==> config.mk <==
export PLATFORM = sky130hd
export DESIGN_NAME = uart_ram_loader
export DESIGN_NICKNAME = d
export VERILOG_FILES = /design/src/rtl/uart_ram_loader.sv
export SDC_FILE = /design/constraint.sdc
export NUM_CORES = 1
export LEC_CHECK = 0
export CAP_MARGIN = 5
export CORE_AREA = 2 2 117 119
export DETAILED_ROUTE_END_ITERATION = 16
export DIE_AREA = 0 0 119 121
export GPL_ROUTABILITY_DRIVEN = 0
export PLACE_DENSITY = 0.83
export SYNTH_ARGS = -nofsm -noshare
export SYNTH_HDL_FRONTEND = slang
export SYNTH_SLANG_ARGS = --single-unit
==> constraint.sdc <==
create_clock -name clk -period 6.14 [get_ports clk]
set_clock_uncertainty 0.05 [all_clocks]
set_input_delay 0.614 -clock clk [delete_from_list [all_inputs] [get_ports clk]]
set_output_delay 0.614 -clock clk [all_outputs]
set_load 0.02 [all_outputs]
==> src/rtl/uart_ram_loader.sv <==
// uart_ram_loader: parses a framed software image arriving as UART bytes
// (sync, 16-bit word count, little-endian payload words, 8-bit payload sum)
// and writes it word-by-word into RAM while holding the core in reset.
module uart_ram_loader #(
  parameter int         XLEN         = 32,
  parameter int         RAM_ADDR_LEN = 14,
  parameter logic [7:0] SYNC_BYTE    = 8'hA5,
  parameter int         TIMEOUT_CYC  = 5000000
) (
  input  logic                    clk,
  input  logic                    rst,
  input  logic                    sw_uart_upgrade_b,
  input  logic                    rx_valid,
  input  logic [7:0]              rx_data,
  output logic                    during_sw_upgrade,
  output logic                    uart_ram_wr_en,
  output logic [RAM_ADDR_LEN-1:0] uart_ram_addr,
  output logic [XLEN-1:0]         uart_ram_wr_data,
  output logic [XLEN/8-1:0]       uart_ram_we,
  output logic                    load_done,
  output logic                    load_err
);

  localparam int              BYTES     = XLEN / 8;
  localparam int              BW        = (BYTES > 1) ? $clog2(BYTES) : 1;
  localparam int              TW        = $clog2(TIMEOUT_CYC + 1);
  localparam logic [TW-1:0]   T_LAST    = TW'(TIMEOUT_CYC - 1);
  localparam logic [16:0]     MAX_WORDS = 17'(64'd1 << RAM_ADDR_LEN);
  localparam logic [BW-1:0]   LAST_BYTE = BW'(BYTES - 1);

  typedef enum logic [2:0] {
    IDLE   = 3'd0,
    SYNC   = 3'd1,
    LEN_LO = 3'd2,
    LEN_HI = 3'd3,
    DATA   = 3'd4,
    CSUM   = 3'd5,
    DONE   = 3'd6,
    ERR    = 3'd7
  } state_t;

  state_t          state;
  logic            req_meta;
  logic            req;
  logic [15:0]     n;
  logic [15:0]     n_full;
  logic [15:0]     word_idx;
  logic [BW-1:0]   byte_idx;
  logic [XLEN-9:0] data_buf;
  logic [7:0]      csum;
  logic [TW-1:0]   tcnt;

  // Full word count as seen while the high length byte is on rx_data.
  always_comb begin
    n_full = {rx_data, n[7:0]};
  end

  // Two-flop synchroniser for the asynchronous, active-low upgrade request.
  always_ff @(posedge clk or posedge rst) begin
    if (rst) begin
      req_meta <= 1'b0;
      req      <= 1'b0;
    end else begin
      req_meta <= ~sw_uart_upgrade_b;
      req      <= req_meta;
    end
  end

  // Frame parser FSM with registered RAM-port and status outputs.
  always_ff @(posedge clk or posedge rst) begin
    if (rst) begin
      state             <= IDLE;
      during_sw_upgrade <= 1'b0;
      uart_ram_wr_en    <= 1'b0;
      uart_ram_addr     <= '0;
      uart_ram_wr_data  <= '0;
      uart_ram_we       <= '0;
      load_done         <= 1'b0;
      load_err          <= 1'b0;
      n                 <= 16'd0;
      word_idx          <= 16'd0;
      byte_idx          <= '0;
      data_buf          <= '0;
      csum              <= 8'd0;
      tcnt              <= '0;
    end else begin
      // Write strobe and byte enables are single-cycle pulses.
      uart_ram_wr_en <= 1'b0;
      uart_ram_we    <= '0;
      case (state)
        IDLE: begin
          if (req) begin
            state             <= SYNC;
            during_sw_upgrade <= 1'b1;
            load_done         <= 1'b0;
            load_err          <= 1'b0;
          end
        end
        SYNC: begin
          // Hunting for the marker never times out; an abort here is not an error.
          if (!req) begin
            state             <= IDLE;
            during_sw_upgrade <= 1'b0;
          end else if (rx_valid && (rx_data == SYNC_BYTE)) begin
            state    <= LEN_LO;
            tcnt     <= '0;
            csum     <= 8'd0;
            word_idx <= 16'd0;
            byte_idx <= '0;
          end
        end
        DONE, ERR: begin
          if (!req) begin
            state             <= IDLE;
            during_sw_upgrade <= 1'b0;
          end
        end
        default: begin
          // LEN_LO, LEN_HI, DATA, CSUM: abort beats any pending write, and a
          // byte arriving on the expiry cycle beats the timeout.
          if (!req) begin
            state             <= IDLE;
            during_sw_upgrade <= 1'b0;
            load_err          <= 1'b1;
          end else if (rx_valid) begin
            tcnt <= '0;
            case (state)
              LEN_LO: begin
                n[7:0] <= rx_data;
                state  <= LEN_HI;
              end
              LEN_HI: begin
                n[15:8] <= rx_data;
                if ({1'b0, n_full} > MAX_WORDS) begin
                  state    <= ERR;
                  load_err <= 1'b1;
                end else if (n_full == 16'd0) begin
                  state <= CSUM;
                end else begin
                  state <= DATA;
                end
              end
              DATA: begin
                csum <= csum + rx_data;
                if (byte_idx == LAST_BYTE) begin
                  uart_ram_wr_en   <= 1'b1;
                  uart_ram_we      <= {BYTES{1'b1}};
                  uart_ram_addr    <= word_idx[RAM_ADDR_LEN-1:0];
                  uart_ram_wr_data <= {rx_data, data_buf};
                  byte_idx         <= '0;
                  word_idx         <= word_idx + 16'd1;
                  if (word_idx == (n - 16'd1)) begin
                    state <= CSUM;
                  end
                end else begin
                  data_buf[{byte_idx, 3'b000} +: 8] <= rx_data;
                  byte_idx                          <= byte_idx + BW'(1);
                end
              end
              CSUM: begin
                if (rx_data == csum) begin
                  state     <= DONE;
                  load_done <= 1'b1;
                end else begin
                  state    <= ERR;
                  load_err <= 1'b1;
                end
              end
              default: begin
                state <= state;
              end
            endcase
          end else if (tcnt == T_LAST) begin
            state    <= ERR;
            load_err <= 1'b1;
          end else begin
            tcnt <= tcnt + TW'(1);
          end
        end
      endcase
    end
  end

endmodule

Word-level counts from Yosys, hierarchy flattened
Cells that the tools add are included.
{"block": "totals", "register_bits": 148, "word_cells": 148, "out_inout_bits": 54, "in_bits": 12}
{"block": "classes", "bitwise_logic": 5, "n_reduce_logical": 24, "eq_ne": 26, "order_cmp": 1, "muxes": 67, "n_shift": 2, "addsub": 6}
{"op": "23-bit 2-to-1 mux", "count": 5}
{"op": "16-bit 2-to-1 mux", "count": 6}
{"op": "23-bit case mux with 2 select lines", "count": 1}
{"op": "8-bit 2-to-1 mux", "count": 5}
{"op": "16-bit case mux with 2 select lines", "count": 1}
{"op": "3-bit 2-to-1 mux", "count": 9}
{"op": "24-bit bitwise mux", "count": 1}
{"op": "8-bit by 7-bit variable shift with 24-bit output, first input constant", "count": 1}
{"op": "8-bit by 7-bit variable part select with 24-bit output", "count": 1}
{"op": "23-bit by 1-bit adder with 23-bit output, second input constant", "count": 1}
{"op": "23-bit equality test, second input constant", "count": 1}
{"op": "1-bit 2-to-1 mux", "count": 20}
{"op": "4-bit 2-to-1 mux", "count": 5}
{"op": "5-bit AND reduction", "count": 4}
{"op": "16-bit by 1-bit adder with 16-bit output, second input constant", "count": 1}
{"op": "16-bit equality test", "count": 1}
{"op": "16-bit by 15-bit > comparator with 1-bit output, second input constant", "count": 1}
{"op": "16-bit logical NOT", "count": 1}
{"op": "8-bit case mux with 2 select lines", "count": 1}
{"op": "16-bit by 1-bit subtractor with 16-bit output, second input constant", "count": 1}
{"op": "2-bit 2-to-1 mux", "count": 7}
{"op": "3-bit equality test, second input constant", "count": 4}
{"op": "6-bit inequality test, second input constant", "count": 2}
{"op": "3-bit case mux with 4 select lines", "count": 1}
{"op": "other kinds (30)", "count": 50}

Longest topological paths before layout
Gate-level depths: netlist of the first run.
{"block": "depth", "word_depth": 8, "mapped_depth": 10, "mapped_depth_nobuf": 9}

Worst setup path before layout of the first run
Ideal clock, no wire load.
{"block": "synth_path", "path_type": "input -> register", "start": "in rx_data[4]", "end": "reg tcnt[21]", "path_stages": 7, "n_path_buf": 1, "t_required_ns": 5.963, "setup_time_ns": 0.127, "slack_ns": 3.693, "arrival_time_ns": 2.270, "cell_sequence": "or3_4 -> nor4_2 -> o21bai_1 -> buf_6 -> nor4_2 -> nand4_1 -> mux2_1"}
{"block": "synth_via", "elab_chain_cells": 4}
{"item": "from (decl)", "line": "14", "text": "input logic [7:0] rx_data,"}
{"item": "8-bit equality test", "line": "104", "text": "end else if (rx_valid && (rx_data == SYNC_BYTE)) begin"}
{"item": "1-bit logical AND", "line": "104"}
{"item": "2-bit inequality test (no line)"}
{"item": "4-bit AND reduction (no line)"}
{"item": "to (signal assigned)", "line": "177", "text": "tcnt <= tcnt + TW'(1);"}
{"item": "to (decl)", "line": "51", "text": "logic [TW-1:0] tcnt;"}
Every way passes these cells.
A chain may end at the register's enable or synchronous reset.

Worst setup path after layout of the first run
{"block": "layout_path", "start": "in rx_valid", "end": "reg uart_ram_wr_data[30]"}
{"block": "layout_via", "elab_chain_cells": 1}
{"item": "from (decl)", "line": "13", "text": "input logic rx_valid,"}
{"item": "5-bit AND reduction (no line)"}
{"item": "to (signal assigned)", "line": "149", "text": "uart_ram_wr_data <= {rx_data, data_buf};"}
{"item": "to (decl)", "line": "18", "text": "output logic [XLEN-1:0] uart_ram_wr_data,"}
Every way passes these cells.

==> flow_metrics.env, run 1 <==
export IMPL_num_rows=42
export IMPL_layout_commonest_cell="dfrtp_1"
export IMPL_peakVddDrop_mv=0.381
export IMPL_vias=5870
export IMPL_io_buffer_count=65
export IMPL_core_area_sq_mm=0.0131
export IMPL_holdBufCountCts=0
export IMPL_drive_above_1_share=0.158
export IMPL_worstMarginPinSlew_ps=1070
export IMPL_instances_no_fill=967
export IMPL_rsz0062_at_grt="no"
export IMPL_hold_start="req_meta$_DFF_PP0_"
export IMPL_regToRegStartpoint="req$_DFF_PP0_"
export IMPL_min_to="req$_DFF_PP0_"
export IMPL_syn_inst=728
export IMPL_final_cell_mix="144 x dfrtp_1, 89 x nand2_1, 65 x clkdlybuf4s50_1, 58 x mux2_2, 52 x o21ai_0"
export IMPL_endpoint_kind="flip-flop"
export IMPL_clock_path_buffers=2
export IMPL_final_period_utilization=0.572
export IMPL_async_flop_share=1.00
export IMPL_holdPathStages=0
export IMPL_synth_nets=757
export IMPL_drc=0
export IMPL_slew_headroom=0.282
export IMPL_cp_arrival_ps=3770
export IMPL_wl_met1_microns=7870
export IMPL_synth_cell_type_count=77
export IMPL_antenna_cells=0
export IMPL_synthFlopType="dfrtp_1"
export IMPL_fin_ws_ps=2630
export IMPL_slowest_stage="nand2_2"
export IMPL_setup_viol=0
export IMPL_powerDensity_mw_per_mm2=359
export IMPL_multi_input_area_sq_mm=0.00364
export IMPL_fp_dieW_microns=119
export IMPL_cts_sinks=144
export IMPL_insertion_delay_ps=430
export IMPL_die_h_microns=121
export IMPL_synth_edf_count=0
export IMPL_rr_worst_depth=5
export IMPL_cpPeakStageDelay_ps=750
export IMPL_dp_hpwl_microns=12000
export IMPL_leakage_uw=0.00381
export IMPL_path_delay_family="simple AND/OR/NAND/NOR gates"
export IMPL_crit_fanout=43
export IMPL_antenna_left=0
export IMPL_die_area_sq_mm=0.0144
export IMPL_grt_max_degree=93
export IMPL_crit_type="input port to flip-flop"
export IMPL_htreeDepth=4
export IMPL_antenna_found_initial=0
export IMPL_ys_seq_area_frac=0.480
export IMPL_r2r_setup_slack_ps=2890
export IMPL_cp_startpoint="rx_valid"
export IMPL_maxSlewViolCount=0
export IMPL_place_inst=935
export IMPL_drtIter0Drc=662
export IMPL_maxCapViolations=0
export IMPL_tns_ps=0
export IMPL_critical_path_buf_inv_count=2
export IMPL_wl_met2_microns=8540
export IMPL_grt_pass1_wl_microns=30000
export IMPL_status="completed"
export IMPL_crit_chain="clkdlybuf4s50_1, nand3_1, nor3_1, nand2_2, inv_2, mux2_2"
export IMPL_syn_area_sq_mm=0.00751
export IMPL_syn_avg_cell_area_sq_um=10.3
export IMPL_required_ps=6400
export IMPL_avgRoutedWirePerCell_microns=18.5
export IMPL_totalWireLength_microns=17900
export IMPL_io_pins=66
export IMPL_syn_to_final_growth_pct=17.5
export IMPL_min_period_ps=3510
export IMPL_dr_pass1_iters=6
export IMPL_timing_fmax_mhz=285
export IMPL_fill_cells=955
export IMPL_grt_util_all_layers=0.264
export IMPL_ys_ff_latch=144
export IMPL_critPathLaunchType="input port"
export IMPL_cts_buffers=17
export IMPL_start_util=0.574
export IMPL_ctsResizeCount=0
export IMPL_dpl_worst_slack_ps=2250
export IMPL_path_clk_slew_ps=60
export IMPL_layout_area_seq_sq_mm=0.00360
export IMPL_overflow=0
export IMPL_top_layer_used="met4"
export IMPL_synth_warnings=0
export IMPL_wl_met3_microns=1030
export IMPL_reg2reg_to="uart_ram_wr_data[30]$_DFFE_PP0P_"
export IMPL_cts_setup_buffers=0
export IMPL_min_path_type="flip-flop to flip-flop"
export IMPL_clock_tree_root_cell="clkbuf_16"
export IMPL_cts_tree="yes"
export IMPL_finalNetCount=807
export IMPL_hold_viol=0
export IMPL_grt_pass1_vias=5955
export IMPL_viasPerCell=6.07
## flip-flops by register name, summed over array words and instances (netlist names)
signal and cells:
req_meta 1, csum 8, state 3, uart_ram_addr 14
req 1, tcnt 23, uart_ram_wr_data 32, during_sw_upgrade 1
n 16, data_buf 24, load_err 1, word_idx 16
byte_idx 2, uart_ram_we 1, load_done 1
## kinds of logic (layout without fill, tap and decap cells)
family	after synthesis	in the layout	share of synthesized area
buffers and inverters	60	123	0.0358
XOR/XNOR	45	45	0.0525
flip-flops	144	144	0.480
adder cells (fa/ha/maj)	17	17	0.0293
multiplexers	61	61	0.0911
AND/OR/NAND/NOR	273	273	0.198
AO/OA/AOI/OAI	128	128	0.114
## layer usage
layer | GRT usage | up-vias
li1 | - | 2694
met1 | 0.352 | 2889
met2 | 0.425 | 233
met3 | 0.0559 | 54
met4 | 0.105 | 0
met5 | 0 | -
## Yosys cell counts, drive strengths merged, types with 5 or more instances
cell | instances | area (sq um)
nor2b | 7 | 43.8
or3 | 7 | 48.8
nor3b | 10 | 75.1
clkbuf | 20 | 75.1
o21ai | 56 | 280
ha | 16 | 200
xnor2 | 31 | 272
dfrtp | 144 | 3600
nand4 | 11 | 68.8
nor4 | 23 | 205
nand2 | 90 | 338
a31oi | 6 | 37.5
o31ai | 6 | 45.0
xor2 | 14 | 123
inv | 24 | 90.1
or2 | 5 | 31.3
nor4b | 5 | 50.0
buf | 16 | 104
nand3 | 17 | 90.1
a21oi | 19 | 95.1
nor3 | 19 | 110
and3 | 10 | 65.1
mux2 | 59 | 664
nor2 | 46 | 173
## stage by stage
stage                util  area, sq um  hold WS [ps]  power (uW)
CTS                 0.674         8820           302        3160
global route        0.674         8820           319        3330
floorplan               -         7510           281        1890
detailed placement  0.629         8230           288        2100
finish              0.674         8820           300        3170
global placement    0.629         8230           286        2060
## power breakdown
part / switching (uW) / total (uW) / internal, uW
registers: 196 / 1260 / 1070
clock network: 439 / 1050 / 610
logic: 504 / 861 / 357
## cell type report
| class | count | area share |
|---|---|---|
| clock buffers | 17 | 0.0482 |
| repair buffers | 67 | 0.0754 |
| flip-flops and latches | 144 | 0.408 |
| inverters | 24 | 0.0108 |
| well taps | 176 | 0.0250 |
| multi-input cells | 524 | 0.413 |
| clock inverters | 15 | 0.0194 |
## how the worst max path moves through the flow
stage,endpoint,cells past startpoint,slack (ps)
global route,uart_ram_wr_data[30]$_DFFE_PP0P_,6,2360
global placement,uart_ram_wr_data[28]$_DFFE_PP0P_,6,2470
floorplan,byte_idx[0]$_DFFE_PP0P_,1,1610
finish,uart_ram_wr_data[30]$_DFFE_PP0P_,6,2630
CTS,uart_ram_wr_data[30]$_DFFE_PP0P_,6,2680
detailed placement,uart_ram_addr[1]$_DFFE_PP0P_,6,2250
Power figures use the tool's default switching activity.
==> run 2: changes to the inputs <==
==> constraint.sdc (replaced) <==
create_clock -name clk -period 3.5 [get_ports clk]
set_clock_uncertainty 0.05 [all_clocks]
set_input_delay 0.35 -clock clk [delete_from_list [all_inputs] [get_ports clk]]
set_output_delay 0.35 -clock clk [all_outputs]
set_load 0.02 [all_outputs]
==> run 2 against run 1 <==
Compared with the run above:
- final cell count grew 1.6%
- via count grew 3.0%
- critical path depth grew 2
- sequential power grew 73%
- clock-buffer cell count grew 3
- hold slack gained 6.6 ps
- clock power grew 79%
- global-route usage grew 0.068 points
- register-to-register slack lost 2100 ps
- first-iteration DRC count shrank 7.4%
- highest routed layer unchanged
==> flow_metrics.env, run 2 (synthesis gave the netlist of run 1 again) <==
export IMPL_status="completed"
export IMPL_crit_chain="inv_1, ha_1, or4b_1, or4b_4, nor4b_1, o21ai_1, a31oi_1, o32a_1"
export IMPL_cts_buffers=17
export IMPL_holdBufCountCts=0
export IMPL_powerDensity_mw_per_mm2=629
export IMPL_overflow=0
export IMPL_totalWireLength_microns=18400
export IMPL_design_area_sq_mm=0.00897
export IMPL_p_sw_frac=0.346
export IMPL_maxCapViolations=0
export IMPL_core_area_sq_mm=0.0131
export IMPL_viasPerCell=6.16
export IMPL_crit_fanout=6
export IMPL_critPathLaunchType="flip-flop"
export IMPL_cts_sinks=144
export IMPL_drtIter0Drc=613
export IMPL_slowest_stage="or4b_1"
export IMPL_seq_power_share=0.386
export IMPL_cp_arrival_ps=2980
export IMPL_io_pins=66
export IMPL_min_period_ps=2710
export IMPL_power_switching_uw=1950
export IMPL_clock_path_buffers=2
export IMPL_insertion_delay_ps=430
export IMPL_finalNetCount=822
export IMPL_cpPeakStageDelay_ps=570
export IMPL_io_buffer_count=65
export IMPL_setup_viol=0
export IMPL_ctsResizeCount=0
export IMPL_grt_util_all_layers=0.265
export IMPL_antenna_found_initial=0
export IMPL_largest_register_ff_count=32
export IMPL_avgRoutedWirePerCell_microns=18.7
export IMPL_crit_type="flip-flop to flip-flop"
export IMPL_final_cell_mix="144 x dfrtp_1, 89 x nand2_1, 65 x clkdlybuf4s50_1, 58 x mux2_2, 52 x o21ai_0"
export IMPL_maxSlewViolCount=0
export IMPL_grt_max_degree=145
export IMPL_grt_pass1_vias=6059
export IMPL_drive_above_1_share=0.172
export IMPL_hold_viol=0
export IMPL_vias=6047
export IMPL_cts_setup_buffers=0
export IMPL_clkPwrFrac=0.333
export IMPL_required_ps=3760
export IMPL_place_area_sq_mm=0.00835
export IMPL_fp_dieW_microns=119
export IMPL_htreeDepth=4
export IMPL_final_period_utilization=0.775
export IMPL_path_delay_family="simple AND/OR/NAND/NOR gates"
export IMPL_start_util=0.574
export IMPL_endpoint_kind="flip-flop"
export IMPL_cts_tree="yes"
export IMPL_die_h_microns=121
export IMPL_regMostFlops="uart_ram_wr_data"
export IMPL_num_rows=42
export IMPL_antenna_left=0
export IMPL_layout_commonest_cell="dfrtp_1"
export IMPL_whs_ps=306
export IMPL_clock_tree_root_cell="clkbuf_16"
export IMPL_reg_largest_list="uart_ram_wr_data (32), data_buf (24), tcnt (23)"
export IMPL_min_path_type="flip-flop to flip-flop"
export IMPL_dr_pass1_iters=5
export IMPL_grt_pass1_wl_microns=29900
export IMPL_critical_path_buf_inv_count=1
export IMPL_timing_fmax_mhz=368
export IMPL_worstMarginPinSlew_ps=1070
export IMPL_rsz0062_at_grt="no"
export IMPL_die_area_sq_mm=0.0144
export IMPL_leakage_uw=0.00389
export IMPL_peakVddDrop_mv=0.498
export IMPL_antenna_cells=0
export IMPL_p_comb_frac=0.281
export IMPL_p_int_uw=3690
export IMPL_dp_hpwl_microns=12500
export IMPL_tns_ps=0
export IMPL_slew_headroom=0.288
export IMPL_drc=0
export IMPL_finalPower_uw=5640
export IMPL_syn_to_final_growth_pct=19.4
export IMPL_path_clk_slew_ps=60
export IMPL_fill_cells=946
-- run 2: cell types whose count changed in the layout (fill, tap and decap cells not counted) --
cell        delta
clkinv_2       +1
buf_4         +14
inv_8          -1
clkinvlp_4     +2
inv_6          -6
clkbuf_8       +2
clkbuf_1       +1
buf_12         +1
bufinv_16      +1
-- run 2: path summary, 6_finish.rpt --
path                                     from                  endpoint  slack [ps]  cells past startpoint
max reg2reg                  n[0]$_DFFE_PP0P_      load_err$_DFFE_PP0P_         790                      8
min reg2reg                req_meta$_DFF_PP0_             req$_DFF_PP0_         310                      0
min                        req_meta$_DFF_PP0_             req$_DFF_PP0_         310                      0
max in group asynchronous                 rst      tcnt[18]$_DFFE_PP0P_        2330                      3
min in group asynchronous                 rst  data_buf[20]$_DFFE_PP0P_         370                      3
max                          n[0]$_DFFE_PP0P_      load_err$_DFFE_PP0P_         790                      8
-- run 2: worst reg2reg max path, delay by kind of cell, from the launching register on --
family                   cells  cell delay, ps
buffers and inverters        1              90
flip-flops                   1             450
adder cells (fa/ha/maj)      1             240
AO/OA/AOI/OAI                3             500
AND/OR/NAND/NOR              3            1280
-- run 2: power groups by stage --
stage               Clock (uW)  Combinational (uW)  Sequential, uW
detailed placement           0                1530            2190
floorplan                    0                1260            2070
finish                    1880                1580            2180
global route              1970                1730            2210
global placement             0                1450            2170
CTS                       1900                1560            2170
-- run 2: area by class of cell --
cell class                 count  area (sq um)  area share
sequential                   144          3600       0.402
clock inverter                12           159      0.0177
multi-input combinational    524          3640       0.406
inverter                      24          93.8      0.0105
clock buffer                  20           457      0.0509
timing repair buffer          82           791      0.0882
tap                          176           220      0.0246
-- run 2: per-layer routing --
layer	wire, microns	part of all wire	GRT usage	vias to the layer above
li1	-	-	-	2740
met1	7590	0.41	0.333	2964
met2	9110	0.50	0.439	284
met3	1130	0.061	0.0578	59
met4	571	0.031	0.123	0
met5	0	0	0	-
-- run 2: stage by stage --
stage	util	setup WS [ps]	instances
2_1_floorplan	-	1090	728
3_3_place_gp	0.638	583	950
3_5_place_dp	0.638	470	950
4_1_cts	0.685	836	982
6_report	0.685	786	982
5_1_grt	0.685	600	982
